[config.mk]
export PLATFORM = sky130hd
export DESIGN_NAME = input_conditioner
export DESIGN_NICKNAME = d
export VERILOG_FILES = /design/src/rtl/input_conditioner.sv
export SDC_FILE = /design/constraint.sdc
export NUM_CORES = 1
export LEC_CHECK = 0
export CAP_MARGIN = 20
export CORE_MARGIN = 3
export CORE_UTILIZATION = 40
export CTS_BUF_LIST = sky130_fd_sc_hd__clkbuf_16
export DETAILED_ROUTE_END_ITERATION = 12
export PLACE_DENSITY = 0.62
export SYNTH_ARGS = -nofsm -noshare
export SYNTH_HDL_FRONTEND = slang
export SYNTH_SLANG_ARGS = --single-unit
[constraint.sdc]
create_clock -name CLOCK -period 3.1 [get_ports CLOCK]
set_clock_uncertainty 0.05 [all_clocks]
set_input_delay 0.31 -clock CLOCK [delete_from_list [all_inputs] [get_ports CLOCK]]
set_output_delay 0.31 -clock CLOCK [all_outputs]
set_load 0.02 [all_outputs]
[src/rtl/input_conditioner.sv]
// Debounces WIDTH switch inputs: 2-flop sync, per-channel 4-state qualifier,
// rising-edge strobes with mutual-exclusion suppression across the coin group.

module input_conditioner_ch #(
   parameter int DB_CYCLES = 3,
   parameter int CNT_W     = 4
) (
   input  logic i_clk,
   input  logic i_rst_n,
   input  logic i_raw,
   output logic o_level,
   output logic o_rise
);
   typedef enum logic [1:0] {S_IDLE, S_ARM, S_HIGH, S_DISARM} state_t;

   // Count value at which one more agreeing sample completes qualification.
   localparam logic [CNT_W-1:0] LP_LAST = CNT_W'(DB_CYCLES - 1);

   logic [1:0]       r_sync;
   state_t           r_state, w_state_nxt;
   logic [CNT_W-1:0] r_cnt, w_cnt_nxt;
   logic             r_level;
   logic             w_sample;

   assign w_sample = r_sync[1];
   assign o_level  = r_level;

   always_ff @(posedge i_clk or negedge i_rst_n) begin
      if (!i_rst_n) begin
         r_sync  <= '0;
         r_state <= S_IDLE;
         r_cnt   <= '0;
         r_level <= 1'b0;
      end else begin
         r_sync  <= {r_sync[0], i_raw};
         r_state <= w_state_nxt;
         r_cnt   <= w_cnt_nxt;
         r_level <= (w_state_nxt == S_HIGH) || (w_state_nxt == S_DISARM);
      end
   end

   always_comb begin
      w_state_nxt = r_state;
      w_cnt_nxt   = r_cnt;
      o_rise      = 1'b0;
      case (r_state)
         S_IDLE: begin
            if (w_sample) begin
               if (r_cnt == LP_LAST) begin
                  w_state_nxt = S_HIGH;
                  w_cnt_nxt   = '0;
                  o_rise      = 1'b1;
               end else begin
                  w_state_nxt = S_ARM;
                  w_cnt_nxt   = CNT_W'(1);
               end
            end
         end
         S_ARM: begin
            if (!w_sample) begin
               w_state_nxt = S_IDLE;
               w_cnt_nxt   = '0;
            end else if (r_cnt == LP_LAST) begin
               w_state_nxt = S_HIGH;
               w_cnt_nxt   = '0;
               o_rise      = 1'b1;
            end else begin
               w_cnt_nxt = r_cnt + 1'b1;
            end
         end
         S_HIGH: begin
            if (!w_sample) begin
               if (r_cnt == LP_LAST) begin
                  w_state_nxt = S_IDLE;
                  w_cnt_nxt   = '0;
               end else begin
                  w_state_nxt = S_DISARM;
                  w_cnt_nxt   = CNT_W'(1);
               end
            end
         end
         S_DISARM: begin
            // Bounce back to high restores HIGH silently: no new press.
            if (w_sample) begin
               w_state_nxt = S_HIGH;
               w_cnt_nxt   = '0;
            end else if (r_cnt == LP_LAST) begin
               w_state_nxt = S_IDLE;
               w_cnt_nxt   = '0;
            end else begin
               w_cnt_nxt = r_cnt + 1'b1;
            end
         end
         default: begin
            w_state_nxt = S_IDLE;
            w_cnt_nxt   = '0;
         end
      endcase
   end
endmodule

module input_conditioner #(
   parameter int               WIDTH     = 7,
   parameter int               DB_CYCLES = 3,
   parameter int               CNT_W     = 4,
   parameter logic [WIDTH-1:0] EXCL_MASK = WIDTH'(7'b1110000)
) (
   input  logic             CLOCK,
   input  logic             nRESET,
   input  logic [WIDTH-1:0] RAW_IN,
   output logic [WIDTH-1:0] LEVEL,
   output logic [WIDTH-1:0] PULSE,
   output logic             EXCL_ERR
);
   logic [WIDTH-1:0] w_rise, w_excl, w_pulse;
   logic             w_multi;
   logic [WIDTH-1:0] r_pulse;
   logic             r_err;

   for (genvar g = 0; g < WIDTH; g++) begin : g_ch
      input_conditioner_ch #(
         .DB_CYCLES (DB_CYCLES),
         .CNT_W     (CNT_W)
      ) u_ch (
         .i_clk   (CLOCK),
         .i_rst_n (nRESET),
         .i_raw   (RAW_IN[g]),
         .o_level (LEVEL[g]),
         .o_rise  (w_rise[g])
      );
   end

   // More than one bit set in the exclusive group <=> clearing the lowest set bit leaves something.
   assign w_excl  = w_rise & EXCL_MASK;
   assign w_multi = |(w_excl & (w_excl - 1'b1));
   assign w_pulse = w_multi ? (w_rise & ~EXCL_MASK) : w_rise;

   always_ff @(posedge CLOCK or negedge nRESET) begin
      if (!nRESET) begin
         r_pulse <= '0;
         r_err   <= 1'b0;
      end else begin
         r_pulse <= w_pulse;
         r_err   <= w_multi;
      end
   end

   assign PULSE    = r_pulse;
   assign EXCL_ERR = r_err;
endmodule

==> metrics <==
status=finished clean; crit-path cells=clkdlybuf4s50_1; relative slew slack=57.9%; HPWL Detailed=3510 um; Top Family by Delay on Critical Path=buffers and inverters; core area=about 7400 um2; Final Cell Area=between 3000 and 4000 um2; Worst EP arrival=1.41 ns; flop2flop setup slack=1.42 ns; routing usage on met3=under 10%; synthesized instance count=257; post-synthesis sequential area ratio=roughly 55%; Hold Path Class=reg -> reg; DP Worst Slack=1.43 ns; WP data required=between 2 and 3 ns; top_reg_cell synth=dfrtp_1; max_cap viols=0; EDFF count, synth=0; post-synthesis adder-cell area fraction=5.85%; setup bufs post-CTS=0; Die ar.=roughly 9000 um2; first-pass GRT wire length=slightly below 9000 um; Placer Congestion=a little under 0.8; routed wire length=roughly 5000 um; synth-to-layout area growth=18.5%; Final setup viols=0; Critical Path Source Type=flip-flop; GRT Residual Overflow=0; placed cell area=3450 um2; CTS H-Tree Depth=3; Post-Synthesis Cell Area=3160 um2; final hold slack=approximately 0.30 ns; Max Clk Rate=~0.57 GHz; Final Hold Fails=0; met1 Usage GRT=about 16%; VDD IR max=~0.48 mV; Critical Path End Type=output pin; Synth Area in Simple Gates=roughly 18%; slowest stage delay, CP=0.65 ns; commonest non-fill, non-tap cells in the layout=70 x dfrtp_1, 22 x clkdlybuf4s50_1, 17 x nand3_1; ANT cells=0; Final ANT Viol Nets=0; RSZ-0062 raised after global routing=false; largest net degree at the start of global routing=28; Yosys reg bits=70; met2 Use GR=approximately a fifth; Final Cycle Share=between 50% and 60%; Num CTS Buffers=9; placed cell count=369; later-pin clock latency in the skew report=about 0.32 ns; Final Power=3.35 mW; Post-CTS Hold Fix Bufs=1; Resize count post-CTS=0; Sink Count=70; DIE HEIGHT=about 95 um; vias=1,953; initial antenna violation count=0; DR vias/cell=5.06; Initial Utilization=a little over two fifths; slowest CP cell=clkdlybuf4s50_1; share of cells above drive strength 1=12.9%; top cells by area, synth=dfrtp_1 55%, ha_1 5.5%, mux2_2 4.3%, nand3_1 2.7%, mux2i_1 2.5%; drt pass-1 iters=4; Worst-Margin Slew=0.632 ns; asr flop ratio synth=100%; IO Count=24; Clock Path Buffers=2; commonest non-fill, non-tap cell in the layout=dfrtp_1; Fin Setup TNS=0 ns; post-route setup slack=around 1.3 ns; synth unique cells=45; grt peak-use layer=met2; share of the synthesized area in the top cell type=roughly 55%; Worst-path clk slew=0.05 ns; mux cell area share after synthesis=just under 7%; YS warnings=0; Buf/Inv on CP=1; Synth Area per Inst=approximately 12 um2; Final nets=slightly above 300; num rows=31; count of final max-slew check failures=0; Tot GR Track Use=between 10% and 20%; DRC Markers=0; post-route insts no fill=386; xor/xnor share of the synthesized area=under 10%; CTS root buf=clkbuf_16; utilization after layout=about half; Net Count, Synth=280; Routed WL per cell=approximately 13 um; Setup Crit Path Kind=reg -> out; fin crit period=around 1.8 ns; Compound-Gate Fraction of Synth Area=5.78%; PwrDens=between 800 and 900 nW/um2; die width=94.9 um; TritonCTS clock tree=built; vias in the first global route=1,957; 1st-iter DRT viols=76; PortBufs=23; post-synth top area cell=dfrtp_1; Leak=approximately 1.7 nW; main combinational cell family by area after synthesis=simple AND/OR/NAND/NOR gates; CP max FO=4
==> Yosys cell counts (all sizes together) (2+ instances only) <==
| master | n |
|---|---|
| a211o | 2 |
| a21oi | 7 |
| a31o | 2 |
| a32o | 4 |
| and2 | 4 |
| buf | 8 |
| clkbuf | 4 |
| dfrtp | 70 |
| ha | 14 |
| inv | 13 |
| mux2 | 12 |
| mux2i | 8 |
| nand2 | 12 |
| nand2b | 4 |
| nand3 | 17 |
| nand4 | 6 |
| nand4b | 4 |
| nor2 | 6 |
| nor2b | 5 |
| nor3b | 13 |
| o211ai | 2 |
| o21ai | 2 |
| o22ai | 2 |
| o2bb2ai | 2 |
| or3 | 2 |
| or3b | 6 |
| xnor2 | 8 |
| xor2 | 7 |
==> flip-flops by register name (all words and copies together) (netlist names), named ones only <==
name and cells:
g_ch.u_ch.r_cnt 28, g_ch.u_ch.r_sync 14, g_ch.u_ch.o_level 6, EXCL_ERR 1, g_ch.u_ch.r_state 13, PULSE 7
==> per-layer routing <==
metal / vias up / part of all wire [%] / routed length, um
met5: - / 0 / 0
met4: 0 / 1.8 / 94
met1: 951 / 47 / 2410
li1: 961 / - / -
met3: 10 / 4.4 / 224
met2: 31 / 47 / 2370
==> power by group <==
group	leakage (nW)	internal, mW	switching, mW
clock	0.143	0.609	0.354
sequential	0.881	1.16	0.277
combinational	0.695	0.461	0.484
==> area by class of cell <==
class	instances	area, um2
inverter	13	48.8
clock buffer	9	225
fill	659	3700
clock inverter	7	57.6
multi-input combinational	162	1290
sequential	70	1750
timing repair buffer	26	250
tap	99	124
==> final timing paths <==
check                                       start                       to  cells past startpoint
setup reg to reg            g_ch[5].u_ch.r_cnt[0]                 PULSE[5]                      5
min in group asynchronous                  nRESET    g_ch[2].u_ch.r_cnt[2]                      2
max in group asynchronous                  nRESET  g_ch[0].u_ch.r_state[0]                      3
setup / recovery                        flip-flop                 LEVEL[6]                      1
hold / removal             g_ch[3].u_ch.r_sync[0]   g_ch[3].u_ch.r_sync[1]                      0
hold reg to reg            g_ch[3].u_ch.r_sync[0]   g_ch[3].u_ch.r_sync[1]                      0
==> kinds of logic (layout without fill, tap and decap cells) <==
kind of cell / after synthesis / after routing
mux: 20 / 20
flops: 70 / 70
buf+inv: 25 / 55
compound gates: 25 / 25
simple gates: 87 / 87
xor+xnor: 15 / 15
fa+ha+maj: 15 / 15
Power figures use the tool's default switching activity.
